<file path="src/rtl/instr_fetch.sv">
// Instruction fetch: PC sequencing, single-outstanding imem reads and a
// 2-entry {instr, pc} buffer to the decoder; redirects flush all of it.
module instr_fetch #(
  parameter int                ISIZE    = 32,
  parameter int                PCSIZE   = 32,
  parameter logic [PCSIZE-1:0] RESET_PC = '0,
  parameter logic [ISIZE-1:0]  NOP      = ISIZE'(32'h0000_0013)
) (
  input  logic              clk,
  input  logic              rst,
  output logic              imem_req,
  output logic [PCSIZE-1:0] imem_addr,
  input  logic              imem_gnt,
  input  logic              imem_rvalid,
  input  logic [ISIZE-1:0]  imem_rdata,
  output logic [ISIZE-1:0]  instr,
  output logic [PCSIZE-1:0] instr_pc,
  output logic              instr_valid,
  input  logic              instr_ready,
  input  logic              redirect_valid,
  input  logic [PCSIZE-1:0] redirect_pc
);

  typedef enum logic [2:0] {S_IDLE, S_REQ, S_WAIT, S_HOLD, S_DROP} state_t;

  state_t              r_state, w_state;
  logic [PCSIZE-1:0]   r_pc, w_pc;
  logic                r_req;
  logic                r_vld;
  logic [1:0]          r_cnt, w_cnt;
  logic [ISIZE-1:0]    r_i0, r_i1, w_i0, w_i1;
  logic [PCSIZE-1:0]   r_p0, r_p1, w_p0, w_p1;
  logic                w_pop;
  logic                w_push;
  logic [PCSIZE-1:0]   w_ipc;

  assign w_pop  = r_vld & instr_ready & ~redirect_valid;
  assign w_push = (r_state == S_WAIT) & imem_rvalid & ~redirect_valid;
  // fetch_pc has already advanced past the in-flight read
  assign w_ipc  = r_pc - PCSIZE'(4);

  // Slot 0 is the head; unused slots are held at {NOP, 0}
  always_comb begin
    w_i0  = r_i0;
    w_p0  = r_p0;
    w_i1  = r_i1;
    w_p1  = r_p1;
    w_cnt = r_cnt;
    if (redirect_valid) begin
      w_i0  = NOP;
      w_p0  = '0;
      w_i1  = NOP;
      w_p1  = '0;
      w_cnt = 2'd0;
    end else begin
      if (w_pop) begin
        w_i0  = r_i1;
        w_p0  = r_p1;
        w_i1  = NOP;
        w_p1  = '0;
        w_cnt = r_cnt - 2'd1;
      end
      if (w_push) begin
        if (w_cnt == 2'd0) begin
          w_i0 = imem_rdata;
          w_p0 = w_ipc;
        end else begin
          w_i1 = imem_rdata;
          w_p1 = w_ipc;
        end
        w_cnt = w_cnt + 2'd1;
      end
    end
  end

  always_comb begin
    w_state = r_state;
    w_pc    = r_pc;
    case (r_state)
      S_IDLE: w_state = S_REQ;
      S_REQ: begin
        if (imem_gnt) begin
          w_state = S_WAIT;
          w_pc    = r_pc + PCSIZE'(4);
        end
      end
      S_WAIT: if (imem_rvalid) w_state = (w_cnt < 2'd2) ? S_REQ : S_HOLD;
      S_HOLD: if (w_cnt < 2'd2) w_state = S_REQ;
      S_DROP: if (imem_rvalid) w_state = S_REQ;
      default: w_state = S_IDLE;
    endcase
    // Redirect overrides; a read already granted must be drained in DROP
    if (redirect_valid) begin
      w_pc = redirect_pc & ~PCSIZE'(3);
      case (r_state)
        S_REQ:          w_state = imem_gnt ? S_DROP : S_REQ;
        S_WAIT, S_DROP: w_state = imem_rvalid ? S_REQ : S_DROP;
        default:        w_state = S_REQ;
      endcase
    end
  end

  always_ff @(posedge clk or negedge rst) begin
    if (!rst) begin
      r_state <= S_IDLE;
      r_pc    <= RESET_PC;
      r_req   <= 1'b0;
      r_vld   <= 1'b0;
      r_cnt   <= 2'd0;
      r_i0    <= NOP;
      r_p0    <= '0;
      r_i1    <= NOP;
      r_p1    <= '0;
    end else begin
      r_state <= w_state;
      r_pc    <= w_pc;
      r_req   <= (w_state == S_REQ);
      r_vld   <= (w_cnt != 2'd0);
      r_cnt   <= w_cnt;
      r_i0    <= w_i0;
      r_p0    <= w_p0;
      r_i1    <= w_i1;
      r_p1    <= w_p1;
    end
  end

  assign imem_req    = r_req;
  assign imem_addr   = r_pc;
  assign instr       = r_i0;
  assign instr_pc    = r_p0;
  assign instr_valid = r_vld;

endmodule

</file>
<file path="config.mk">
export PLATFORM = sky130hd
export DESIGN_NAME = instr_fetch
export DESIGN_NICKNAME = d
export VERILOG_FILES = /design/src/rtl/instr_fetch.sv
export SDC_FILE = /design/constraint.sdc
export NUM_CORES = 1
export LEC_CHECK = 0
export BUFFER_PORTS_ARGS = -buffer_cell sky130_fd_sc_hd__buf_2
export CAP_MARGIN = 20
export CORE_MARGIN = 4
export CORE_UTILIZATION = 25
export DETAILED_ROUTE_END_ITERATION = 8
export PLACE_DENSITY_LB_ADDON = 0.12
export SYNTH_ARGS = -nofsm -noshare
export SYNTH_HDL_FRONTEND = slang
export SYNTH_SLANG_ARGS = --single-unit
</file>
<file path="constraint.sdc">
create_clock -name clk -period 4.4 [get_ports clk]
set_clock_uncertainty 0.2 [all_clocks]
set_input_delay 0.44 -clock clk [delete_from_list [all_inputs] [get_ports clk]]
set_output_delay 0.44 -clock clk [all_outputs]
set_load 0.02 [all_outputs]
</file>
# After elaboration in Yosys (flattened, before gate mapping)
# Index checks and enable logic that the tools add are counted.
# W data, S select, Z words.
dict set report totals {
  register_bits 167
  latchBits 0
  ramBits 0
  rom_bits 0
  input_bits 70
  wordCells 64
  n_memories 0
}
dict set report classes {
  addsub 4
  n_mul 0
  n_div 0
  order_cmp 1
  n_eq_ne 5
  n_shift 0
  muxes 33
  bitwise_logic 5
  n_reduce_logical 7
}
# operator n
set ops {}
lappend ops {{$mux W32} 19}
lappend ops {{$add A32 B3 Y32 const B} 1}
lappend ops {{$sub A32 B3 Y32 const B} 1}
lappend ops {{$mux W3} 7}
lappend ops {{$pmux W3 S5} 1}
lappend ops {{$mux W2} 5}
lappend ops {{$eq A3 B1 Y1 const B} 2}
lappend ops {{$eq A3 B2 Y1 const B} 2}
lappend ops {{$pmux W3 S2} 1}
lappend ops {{$reduce_bool A2 Y1} 3}
lappend ops {{$and A1 B1 Y1} 4}
lappend ops {{$eq A3 B3 Y1 const B} 1}
lappend ops {{$logic_not A3 Y1} 1}
lappend ops {{$add A2 B1 Y2 const B} 1}
lappend ops {{$logic_not A2 Y1} 1}
lappend ops {{$lt A2 B2 Y1 const B} 1}
lappend ops {{$reduce_and A2 Y1} 1}
lappend ops {{$reduce_or A2 Y1} 1}
lappend ops {{$sub A2 B1 Y2 const B} 1}
lappend ops {{$not A1 Y1} 1}

# Depth between registers and ports, before layout
dict set report depth {
  depth_word 13
  depth_mapped 11
}

# Worst setup path before layout
# OpenSTA, ideal clock, no wires.
dict set report synth_path {
  path_kind {flip-flop to flip-flop}
  start {register r_pc[6], in the netlist imem_addr[6]}
  end {register r_p0[15], in the netlist instr_pc[15]}
  arrival_time_ns 2.246
  t_required_ns 4.063
  setup_slack_ns 1.817
  path_stages_with_launch 7
  path_cell_list {dfrtp_1 -> buf_6 -> or4_4 -> or4_4 -> or4_1 -> xor2_1 -> a21oi_1}
}
dict set report synth_between {
  elab_chain_len 4
}
# item line_no
set synth_rtl {}
lappend synth_rtl {{start: declaration} 27} ;# logic [PCSIZE-1:0] r_pc, w_pc;
lappend synth_rtl {{start signal: assignment} 116} ;# r_pc <= w_pc;
lappend synth_rtl {{$sub A32 B3 Y32} 40} ;# assign w_ipc = r_pc - PCSIZE'(4);
lappend synth_rtl {{$mux W32} 64} ;# if (w_cnt == 2'd0) begin
lappend synth_rtl {{$mux W32} 63} ;# if (w_push) begin
lappend synth_rtl {{$mux W32} 49} ;# if (redirect_valid) begin
lappend synth_rtl {{net w_p0[15]} 32} ;# logic [PCSIZE-1:0] r_p0, r_p1, w_p0, w_p1;
lappend synth_rtl {{end signal: assignment} 121} ;# r_p0 <= w_p0;
lappend synth_rtl {{end: declaration} 32}
# The timed path passes the listed nets, and every way through them passes these cells.
# A chain may end at the register's enable or synchronous reset.

# Final worst setup path
dict set report layout_path {
  start {register r_pc[10], in the netlist imem_addr[10]}
  end {register r_p1[21]}
}
dict set report layout_between {
  elab_chain_len 4
}
# item line_no
set layout_rtl {}
lappend layout_rtl {{$sub A32 B3 Y32} 40}
lappend layout_rtl {{$mux W32} 64}
lappend layout_rtl {{$mux W32} 63}
lappend layout_rtl {{$mux W32} 49}
lappend layout_rtl {{net w_p1[21]} 32}
lappend layout_rtl {{end signal: assignment} 123} ;# r_p1 <= w_p1;
lappend layout_rtl {{end: declaration} 32}
# The timed path passes the listed nets, and every way through them passes these cells.

==> results.tsv <==
metric	value	unit
outcome	complete, no violations	
setup_viol	0	
syn_area	8320	µm²
cts_buffers	17	
ys_types	46	
maxSlewHeadroom	0.255	
crit_path_max_incr_delay	0.63	ns
hp-class	primary input to register	
drc	0	
place_area	9520	µm²
vias_per_cell	4.58	
fp.dieH	190	µm
cts_tree	built	
ys_ff_latch	165	
synth_compound_area_frac	0.129	
wirelength	25.9	mm
rsz0062_at_grt	no	
synth-main-ff-cell	dfrtp_1	
slew_viol_final	0	
clkLatencyLatePin	0.44	ns
antenna_left	0	
synthAdderAreaFrac	0.00451	
pin_count	168	
seqPwrFrac	0.441	
dr_total_vias	7064	
yosysTopAreaCell	dfrtp_1	
hpwl	17.0	mm
endpoint_kind	register	
cts.sinks	165	
swShare	0.308	
syn_area_per_cell	8.74	µm²
die_x	190	µm
dp_slack	1.62	ns
required	4.50	ns
synthSimpleGateAreaFrac	0.234	
start_util	0.254	
gp_congestion	0.745	
fin_crit_sh	0.621	
ys_warn_count	0	
areaGrowthSynthToFinish	24.6	%
p_leak	4.63	nW
ir_drop	0.000261	V
period_minus_slack	2.73	ns
clockRootBuffer	clkbuf_16	
dr.pass1.iters	5	
fmax	366	MHz
coreArea	32700	µm²
p_int	2.68	mW
p_per_area	373	nW/µm²
synth_mux_area_frac	0.0301	
finalSetupTns	0	ns
hold_path_depth	3	
power_frac_clock	0.395	
final_cell_area	10400	µm²
crit_path_cell_trace	or4_1, nor4_2, nand3_1, xor2_1, o21ai_0	
antennaDiodeCount	0	
synthMostInstantiatedCell	nand2_1	
grt_usage	0.144	
syn_inst	952	
h-tree-depth	4	
rows	66	
drive_gt1_frac	0.206	
grt_pass1_wl	41.2	mm
antenna_found_initial	0	
wire_per_inst	16.8	µm
initialDrtViolationCount	462	
cts_buffer_depth	2	
hold-worst-slack	0.0264	ns
yosys-top-cells-area	dfrtp_1 (48%), nand2_1 (9.1%), o21ai_0 (5.0%)	
cp.arrival	2.83	ns
grt_pass1_vias	6940	
p_sw	1.19	mW
fillers	3519	
hold_viol	0	
synth_top_family_by_area	simple AND/OR/NAND/NOR gates	
nets	1160	
drv_cap	0	
synth_edf_count	0	
setup_slack	1.67	ns
path_clk_slew	0.07	ns
combPwrFrac	0.164	
seq_area_frac_synth	0.497	
synth_top_area_share	0.478	
fp.dieArea	36300	µm²
critPathSlowestCell	or4_1	
synth-xor-area-share	0.0600	
grt.overflow.total	0	
tightest_slew	1.12	ns
synthTopCellsByCount	nand2_1 (201), dfrtp_1 (159), o21ai_0 (83)	
grt_max_degree	104	
io_buffers	163	
crit_type	register to register	
reg2regPathDepth	5	
crit_path_start_kind	register	
cp_max_fo	8	
synthArstFlopShare	1.00	
## layout by cell type (no fill, tap or decap), types with 3 or more instances in the layout
| master | count |
|---|---|
| clkinvlp_4 | 3 |
| o21bai_1 | 4 |
| nand2_1 | 199 |
| a21oi_1 | 65 |
| and4_1 | 4 |
| ha_1 | 3 |
| xor2_1 | 41 |
| dfstp_2 | 6 |
| xnor2_1 | 16 |
| nor2_1 | 38 |
| o31ai_1 | 23 |
| or4_1 | 6 |
| dfrtp_1 | 159 |
| a31oi_1 | 3 |
| and2_1 | 5 |
| mux2i_1 | 25 |
| nand4_1 | 18 |
| a311oi_1 | 9 |
| and3_1 | 10 |
| buf_2 | 161 |
| nand3b_1 | 5 |
| o21ai_0 | 83 |
| nor3_1 | 14 |
| buf_4 | 15 |
| clkbuf_1 | 3 |
| nand3_1 | 80 |
| inv_1 | 4 |
| nor4_1 | 8 |
| nand2b_1 | 3 |
| clkbuf_16 | 17 |
| dlygate4sd3_1 | 26 |
## power groups by stage
stage	logic [mW]	clock network (mW)	registers, mW
final	0.636	1.53	1.71
after global routing	0.713	1.64	1.72
after CTS	0.653	1.59	1.71
after detailed placement	0.634	0	1.73
after global placement	0.633	0	1.73
after floorplan	0.376	0	1.72
## critical path, delay by kind of cell, from the launching register on
| kind | cells | cell delay (ns) |
|---|---|---|
| xor gates and xnor gates | 1 | 0.38 |
| AOI/OAI and AO/OA | 1 | 0.16 |
| and+or+nand+nor | 3 | 1.37 |
| DFF | 1 | 0.50 |
## flip-flops by register name, summed over array words and instances, names as in the netlist, 2 cells and up
signal,count
instr,32
instr_pc,32
r_i1,32
r_p1,32
imem_addr,30
r_state,3
r_cnt,2
## layout make-up
class,instances,area (µm²),area share
flip-flops and latches,165,4140,0.399
inverters,4,15.0,0.00145
well taps,442,553,0.0534
clock inverters,10,123,0.0118
multi-input cells,694,3840,0.371
repair buffers,205,1230,0.119
clock buffers,22,464,0.0448
## kinds of logic after synthesis
family | Yosys count
simple gates | 415
compound gates | 192
flops | 165
buf+inv | 94
xor+xnor | 57
mux | 25
fa+ha+maj | 3
other cells | 1
## path summary, 6_finish.rpt
check	startpoint	end	slack [ns]
worst min register to register	r_p1[28]	r_p1[28]	0.30
worst max register to register	imem_addr[10]	r_p1[21]	1.67
worst max-delay path	imem_addr[10]	r_p1[21]	1.67
min in group asynchronous	rst	imem_addr[17]	0.43
worst min-delay path	imem_rdata[24]	instr[24]	0.03
max in group asynchronous	rst	instr[13]	2.58
## through the flow
| step | utilization | power [mW] | instances |
|---|---|---|---|
| floorplan | - | 2.10 | 953 |
| global placement | 0.291 | 2.37 | 1484 |
| detailed placement | 0.291 | 2.37 | 1484 |
| CTS | 0.317 | 3.95 | 1542 |
| global route | 0.317 | 4.07 | 1542 |
| finish | 0.317 | 3.87 | 1542 |
## what timing repair did
item,4_1_cts,5_1_grt
gates resized for setup,0,0
hold endpoints to repair,99,0
setup buffers,0,0
hold buffers,26,0
endpoints found under the setup margin,0,0
## routing by layer
| metal | part of all wire | wire [µm] | up-vias | GRT usage |
|---|---|---|---|---|
| met3 | 0.036 | 923 | 15 | 0.0289 |
| li1 | - | - | 3538 | - |
| met4 | 0.0099 | 257 | 0 | 0.0359 |
| met2 | 0.44 | 11500 | 138 | 0.213 |
| met5 | 0 | 0 | - | 0 |
| met1 | 0.51 | 13200 | 3373 | 0.214 |
(Power assumes the default switching activity.)
